**config.mk**
```make
export PLATFORM = sky130hd
export DESIGN_NAME = div_unit
export DESIGN_NICKNAME = d
export VERILOG_FILES = /design/src/rtl/div_unit.sv
export SDC_FILE = /design/constraint.sdc
export NUM_CORES = 1
export LEC_CHECK = 0
export CAP_MARGIN = 20
export CORE_MARGIN = 2
export CORE_UTILIZATION = 35
export DETAILED_ROUTE_END_ITERATION = 10
export SLEW_MARGIN = 30
export SYNTH_ARGS = -nofsm -noshare
export SYNTH_HDL_FRONTEND = slang
export SYNTH_HIERARCHICAL = 1
export SYNTH_SLANG_ARGS = --single-unit
```
**constraint.sdc**
```tcl
create_clock -name clk -period 7.8 [get_ports clk]
set_input_delay 0.78 -clock clk [delete_from_list [all_inputs] [get_ports clk]]
set_output_delay 0.78 -clock clk [all_outputs]
set_load 0.005 [all_outputs]
```
**src/rtl/div_unit.sv**
```systemverilog
// div_unit: RV32M integer divider (DIV/DIVU/REM/REMU).
// Restoring division, one quotient bit per cycle over 32 cycles. Division
// by zero and signed overflow bypass the iteration and finish in one cycle.
// Signs are stripped on entry and restored on the last step.
`timescale 1ns/1ps

// add_sub: 32-bit adder/subtractor. With i_op=1 it computes i_a - i_b, and
// o_cout=1 means no borrow, i.e. i_a >= i_b as unsigned values.
module add_sub (
  input  logic [31:0] i_a,
  input  logic [31:0] i_b,
  input  logic        i_op,
  output logic [31:0] o_sum,
  output logic        o_cout
);
  logic [31:0] w_b_eff;
  logic [32:0] w_full;

  assign w_b_eff = i_op ? ~i_b : i_b;
  assign w_full  = {1'b0, i_a} + {1'b0, w_b_eff} + {32'd0, i_op};
  assign o_sum   = w_full[31:0];
  assign o_cout  = w_full[32];
endmodule

module div_unit (
  input  logic        clk,
  input  logic        reset,
  input  logic        start,
  input  logic [1:0]  op,
  input  logic [31:0] a,
  input  logic [31:0] b,
  input  logic        flush,
  output logic        ready,
  output logic        busy,
  output logic        done,
  output logic [31:0] result
);

  typedef enum logic [1:0] {
    ST_IDLE = 2'b00,
    ST_CALC = 2'b01,
    ST_DONE = 2'b10
  } state_t;

  state_t      r_state;
  state_t      w_state_next;

  logic [31:0] r_quo;
  logic [31:0] r_rem;
  logic [31:0] r_div;
  logic [4:0]  r_count;
  logic [1:0]  r_op;
  logic        r_a_neg;
  logic        r_b_neg;
  logic [31:0] r_result;

  // operand classification at acceptance time
  logic        w_signed;
  logic        w_b_zero;
  logic        w_ovf;
  logic        w_special;
  logic [31:0] w_abs_a;
  logic [31:0] w_abs_b;
  logic [31:0] w_special_result;

  // iteration step
  logic [31:0] w_s;
  logic [31:0] w_t;
  logic        w_cout;
  logic        w_msb;
  logic        w_take;
  logic [31:0] w_rem_step;
  logic [31:0] w_quo_step;
  logic [31:0] w_quo_fix;
  logic [31:0] w_rem_fix;
  logic [31:0] w_calc_result;
  logic        w_last_step;

  // op[0]=0 selects the signed variants (DIV/REM)
  assign w_signed  = ~op[0];
  assign w_b_zero  = (b == 32'h0000_0000);
  assign w_ovf     = w_signed && (a == 32'h8000_0000) && (b == 32'hFFFF_FFFF);
  assign w_special = w_b_zero || w_ovf;

  // Magnitudes; -0x80000000 wraps to itself, which is the right unsigned magnitude
  assign w_abs_a = (w_signed && a[31]) ? (32'd0 - a) : a;
  assign w_abs_b = (w_signed && b[31]) ? (32'd0 - b) : b;

  // Results of the bypass cases, selected by quotient/remainder
  always_comb begin
    w_special_result = 32'h0000_0000;
    if (w_b_zero) begin
      if (op[1]) begin
        w_special_result = a;
      end else begin
        w_special_result = 32'hFFFF_FFFF;
      end
    end else begin
      if (op[1]) begin
        w_special_result = 32'h0000_0000;
      end else begin
        w_special_result = 32'h8000_0000;
      end
    end
  end

  // Shift the next dividend bit into the partial remainder and trial-subtract
  assign w_s   = {r_rem[30:0], r_quo[31]};
  assign w_msb = r_rem[31];

  add_sub u_add_sub (
    .i_a    (w_s),
    .i_b    (r_div),
    .i_op   (1'b1),
    .o_sum  (w_t),
    .o_cout (w_cout)
  );

  // A set msb means the shifted remainder is 33 bits wide and always >= divisor
  assign w_take      = w_msb | w_cout;
  assign w_rem_step  = w_take ? w_t : w_s;
  assign w_quo_step  = {r_quo[30:0], w_take};
  assign w_last_step = (r_count == 5'd31);

  // Restore signs on the final step: quotient by sign difference, remainder by dividend
  always_comb begin
    w_quo_fix = w_quo_step;
    w_rem_fix = w_rem_step;
    if (!r_op[0]) begin
      if (r_a_neg ^ r_b_neg) begin
        w_quo_fix = 32'd0 - w_quo_step;
      end else begin
        w_quo_fix = w_quo_step;
      end
      if (r_a_neg) begin
        w_rem_fix = 32'd0 - w_rem_step;
      end else begin
        w_rem_fix = w_rem_step;
      end
    end else begin
      w_quo_fix = w_quo_step;
      w_rem_fix = w_rem_step;
    end
  end

  assign w_calc_result = r_op[1] ? w_rem_fix : w_quo_fix;

  // State register
  always_ff @(posedge clk) begin
    if (reset) begin
      r_state <= ST_IDLE;
    end else begin
      r_state <= w_state_next;
    end
  end

  // Next-state logic; flush overrides every transition
  always_comb begin
    w_state_next = r_state;
    case (r_state)
      ST_IDLE: begin
        if (start) begin
          if (w_special) begin
            w_state_next = ST_DONE;
          end else begin
            w_state_next = ST_CALC;
          end
        end else begin
          w_state_next = ST_IDLE;
        end
      end
      ST_CALC: begin
        if (w_last_step) begin
          w_state_next = ST_DONE;
        end else begin
          w_state_next = ST_CALC;
        end
      end
      ST_DONE: begin
        w_state_next = ST_IDLE;
      end
      default: begin
        w_state_next = ST_IDLE;
      end
    endcase
    if (flush) begin
      w_state_next = ST_IDLE;
    end else begin
      w_state_next = w_state_next;
    end
  end

  // Datapath: latch operands on acceptance, iterate in CALC, capture result on exit
  always_ff @(posedge clk) begin
    if (reset) begin
      r_quo    <= 32'h0000_0000;
      r_rem    <= 32'h0000_0000;
      r_div    <= 32'h0000_0000;
      r_count  <= 5'd0;
      r_op     <= 2'b00;
      r_a_neg  <= 1'b0;
      r_b_neg  <= 1'b0;
      r_result <= 32'h0000_0000;
    end else if (!flush) begin
      case (r_state)
        ST_IDLE: begin
          if (start) begin
            r_op    <= op;
            r_a_neg <= a[31];
            r_b_neg <= b[31];
            if (w_special) begin
              r_result <= w_special_result;
            end else begin
              r_quo   <= w_abs_a;
              r_rem   <= 32'h0000_0000;
              r_div   <= w_abs_b;
              r_count <= 5'd0;
            end
          end
        end
        ST_CALC: begin
          r_quo   <= w_quo_step;
          r_rem   <= w_rem_step;
          r_count <= r_count + 5'd1;
          if (w_last_step) begin
            r_result <= w_calc_result;
          end
        end
        default: begin
          r_count <= r_count;
        end
      endcase
    end
  end

  assign ready  = (r_state == ST_IDLE);
  assign busy   = (r_state == ST_CALC) || (r_state == ST_DONE);
  assign done   = (r_state == ST_DONE);
  assign result = r_result;

endmodule

```
# After elaboration in Yosys (flattened, before gate mapping)
# Index checks and enable logic that the tools add are counted.
# classes
n_eq_ne	9
add_sub_neg	7
n_reduce_logical	14
n_mux	28
bitwise	6
# op_table
op	count
$mux W32	18
$pmux W32 S2	3
$sub A1 B32 Y32 const A	4
$eq A32 B32 Y1 const B	2
$add A32 B32 Y33	1
$add A33 B1 Y33 const B	1
$logic_not A32 Y1	1
$not A32 Y32	1
$mux W5	2
$pmux W5 S2	1
$reduce_and A4 Y1	2
$mux W2	3
$ne A2 B2 Y1 const B	3
$add A5 B1 Y5 const B	1
$eq A5 B5 Y1 const B	1
$reduce_and A5 Y1	1
$logic_and A1 B1 Y1	4
$pmux W2 S2	1
$not A1 Y1	3
$reduce_and A3 Y1	1
$eq A2 B1 Y1 const B	1
$eq A2 B2 Y1 const B	1
$logic_not A2 Y1	1
$logic_or A1 B1 Y1	2
5 further kinds	5
# word_totals
out_inout_bits	35
elab_cells	73
reg_bits	139
inputBits	70

# Longest topological paths before layout
# logic_depth
depth_word	11
mapped_depth	28
mapped_depth_nobuf	21

# Modules after synthesis
# The synthesis kept the hierarchy.
# by_module_without_submodules
module	n_inst	area_each_um2	cells_each	seq_area_each_um2
div_unit	1	9412.8	1265	2782.7
add_sub	1	2045.7	289	0.0

# Worst setup path before layout
# No wires, ideal clock.
# synth_timing
kind	register to register
start	register r_div[1]
end	register r_result[26], in the netlist result[26]
t_arrival_ps	6227
path_buffers	5
setup_slack_ps	1454
synth_period_minus_slack_ps	6346
stages_incl_launch_ff	27
required_time_ps	7681
setup_time_ps	119
path_cell_list	dfxtp_1 > xor2_1 > inv_1 > fa_1 > nand2b_1 > a21oi_1 > o31a_2 > a22o_2 > a21oi_1 > o41ai_1 > a221o_1 > or2_4 > clkbuf_8 > buf_6 > buf_2 > buf_2 > buf_2 > mux2i_1 > ha_1 > or4b_1 > or3_4 > a2111oi_4 > and3_4 > a21oi_1 > xor2_1 > o21ai_1 > o221a_2
# synth_via
elab_chain_cells	11
elab_cells_between_ends	14
classes_between	4 x add/sub; 8 x mux; 2 x bitwise
# synth_rtl
element	line	rtl
start, declared	50	logic [31:0] r_div;
start signal, assigned	216	r_div <= w_abs_b;
$not A32 Y32 *	19	assign w_b_eff = i_op ? ~i_b : i_b;
$add A32 B32 Y33 *	20	assign w_full = {1'b0, i_a} + {1'b0, w_b_eff} + {32'd0, i_op};
$add A33 B1 Y33 *	20	
net w_cout	69	logic w_cout;
$or A1 B1 Y1 *	120	assign w_take = w_msb | w_cout;
$mux W32	121	assign w_rem_step = w_take ? w_t : w_s;
$sub A1 B32 Y32	136	w_rem_fix = 32'd0 - w_rem_step;
$mux W32	135	if (r_a_neg) begin
$mux W32	129	if (!r_op[0]) begin
$mux W32 *	146	assign w_calc_result = r_op[1] ? w_rem_fix : w_quo_fix;
$mux W32 *	225	if (w_last_step) begin
$pmux W32 S2 *	205	case (r_state)
end signal, assigned	212	r_result <= w_special_result;
end signal, assigned	226	r_result <= w_calc_result;
end, declared	55	logic [31:0] r_result;
# The timed path passes the listed nets; every way through them passes the cells marked *. The select of a mux whose other input is x is not followed.
# A chain may end at the register's enable or synchronous reset.

# Worst setup path in the final report
# layout_timing
start	register r_div[1]
end	register r_result[30], in the netlist result[30]
# The elaborated chain is that of the path after synthesis.

==> results.cfg <==
[worst_setup_path]
arrival_ps = 6550
worstPathMaxFanout = 16
startpoint_type = flop
reg2reg_setup_slack_ps = 1560
path_class = reg -> reg
worstPathRequired_ps = 8100
critPathCaptureType = flop

[sta]
final.setup.tns_ps = 0
period_needed_ps = 6240
worst_slew_margin_rel_pct = 40.6
fin_crit_sh_pct = 80.0
worst_hold_slack_ps = 464
hold_viol = 0
rsz0062_at_grt = no
finClkSkew_ps = 16.4
fmax_mhz = 160
slew_viol_final = 0
setup_viol = 0
worst_slew_pin_slew_ps = 890

[logic_synthesis]
yosys_warnings = 6
synth-main-ff-cell = dfxtp_1
synth-seq-cells = 139
synth_nets = 1669
yosys.cell_types.count = 83
synth_edf_count = 0
synth_largest_area_cell = dfxtp_1
async_reset_ff_share_pct = 0
syn_area_per_cell_um2 = 7.37
ys_top_cells_by_area = dfxtp_1 (24%), xor2_1 (8.3%), nor2_1 (6.3%), a21oi_1 (5.9%), a211oi_1 (5.5%)
synth_area_um2 = 11500
synth_top_area_share_pct = 24.3
syn_inst = 1554
yosysSeqAreaShare_pct = 24.3

[floorplanning]
placementRows = 66
chipHeight_um = 185
core-area_um2 = 32400
die_area_um2 = 34200
ios = 105
start_util_pct = 35.4
die_w_um = 185

[routing]
wl_um = 39000
first_pass_iters = 5
drt.antenna.violating_nets = 0
wl_per_cell_um = 19.0
drc = 0
dr_total_vias = 11800
viasPerCell = 5.77
drtIter0Drc = 971

[clock_tree]
root_buffer = clkbuf_16
post_cts_resized = 0
cts_buffers = 17
cts.hold.buffers_added = 0
clock_path_buffers = 2
cts.reportedPaths.clkPinSlew_ps = 70
post_cts_buffers = 0
clock_latency_ps = 440
numClockSinks = 139
cts_max_level = 4
tritoncts = done

[grt]
first_global_vias = 10900
grtUsageTotal_pct = 22.9
overflow = 0
grt_max_degree = 101
grt_first_pass_wirelength_um = 61700
antenna_found_initial = 0

[layout]
final_util_pct = 41.2
final_cell_area_um2 = 13300
num_antenna_cells = 0
drive_above_1_share_pct = 4.97
num-nets-final = 1711
syn2layout_area_growth_pct = 16.5

[pwr]
cellPowerDensity_nw_per_um2 = 180
p_leak_nw = 4.72
ir_drop_v = 0.000158

[placement]
dpl.hpwl_um = 29300
portBuffers = 104
globalplace.congestion = 0.913
dpl_cell_area_um2 = 12800

[flow_run]
cap_violations = 0

[outcome]
status = finished clean

[hold_path]
hp-class = reg -> reg
-- cell families after synthesis --
kind of cell | synth area share, %
AND/OR/NAND/NOR | 22.9
AO/OA/AOI/OAI | 26.1
XOR/XNOR | 13.0
flip-flops | 24.3
buffers and inverters | 4.99
adder cells (fa/ha/maj) | 4.98
multiplexers | 3.81
other | 0.0327
-- synthesized netlist by cell type, types with 13 or more instances --
cell and number:
a31oi_1 13, a211oi_1 84, nor4_1 33, mux2i_1 40, clkbuf_1 71, xor2_1 108
nor2_1 192, nor3_1 50, a21oi_1 135, inv_1 27, or3_1 17, buf_2 16
nand3_1 25, o21ai_0 118, dfxtp_1 139, nand2_1 166, o41ai_1 16, ha_1 44
nand4_1 14, xnor2_1 62, o31ai_1 18
-- cell type report --
cell class	instances	area, um^2
fillers	3412	19000
multi-input cells	1290	8140
well taps	442	553
flip-flops and latches	139	2780
inverters	27	101
clock buffers	21	460
repair buffers	121	1200
clock inverters	11	109
-- report_power, final --
group	leakage, nW	switching [mW]	total (mW)	internal [mW]
clock	0.279	0.355	0.816	0.461
combinational	3.31	0.500	0.798	0.298
sequential	1.13	0.0460	0.790	0.744
total	4.72	0.901	2.40	1.50
-- critical path, cell delays in order (launching register included) --
cell	delay (ps)
dfxtp_1	320
xor2_1	180
inv_1	90
fa_1	420
nand2b_1	180
a21oi_1	220
o31a_2	200
a22o_2	210
a21oi_1	130
o41ai_1	560
a221o_1	230
buf_4	220
or2_4	220
mux2i_1	320
ha_1	250
or4b_1	470
or3_4	360
a2111oi_4	660
and3_4	340
mux2i_1	230
a2111oi_2	70
mux2i_1	170
nor2_1	50
-- sequential cells by signal, indices dropped and copies added (netlist names) --
name,cells
r_div,32
r_quo,32
r_rem,32
result,32
r_count,5
r_op,2
r_state,2
r_a_neg,1
r_b_neg,1
-- metrics by stage --
step	total power, mW	instances	setup slack [ps]
floorplan	1.35	1554	1450
global placement	1.58	2017	1720
detailed placement	1.58	2019	1660
CTS	2.40	2051	1620
global route	2.52	2051	1200
finish	2.40	2051	1560
-- per-layer routing --
metal	vias to the layer above	share of wire [%]	GRT usage [%]	wire length, um
met1	5621	46	31.8	18100
met5	-	0	0	0
li1	5722	-	-	-
met2	444	45	36.2	17600
met3	57	6.0	3.30	2360
met4	0	2.3	7.46	912
-- placed cells by master (no fill, tap or decap), drive strengths merged, types with 6 or more instances in the layout --
cell and instances:
ha 44, nor2b 7, nand4 14, or3 18, clkbuf 21, xnor2 62
nand2 167, clkdlybuf4s50 103, nor4 33, a211oi 84, o21ai 123, a31oi 13
a311oi 8, xor2 108, nor2 192, nand3 25, o211ai 12, a21oi 135
and2 6, nand2b 10, and3 8, dfxtp 139, a21o 11, o41ai 16
buf 18, nor3 51, or4 9, o31ai 18, mux2i 41, inv 32
-- path summary, 6_finish.rpt --
check | startpoint | to | cells past startpoint
hold / removal | r_count[4]$_SDFFE_PP0P_ | r_count[4]$_SDFFE_PP0P_ | 2
hold reg to reg | r_count[4]$_SDFFE_PP0P_ | r_count[4]$_SDFFE_PP0P_ | 2
setup / recovery | r_div[1]$_SDFFE_PP0P_ | result[30]$_SDFFE_PP0P_ | 22
setup reg to reg | r_div[1]$_SDFFE_PP0P_ | result[30]$_SDFFE_PP0P_ | 22
Note: power is estimated with default switching activity, not from simulation.
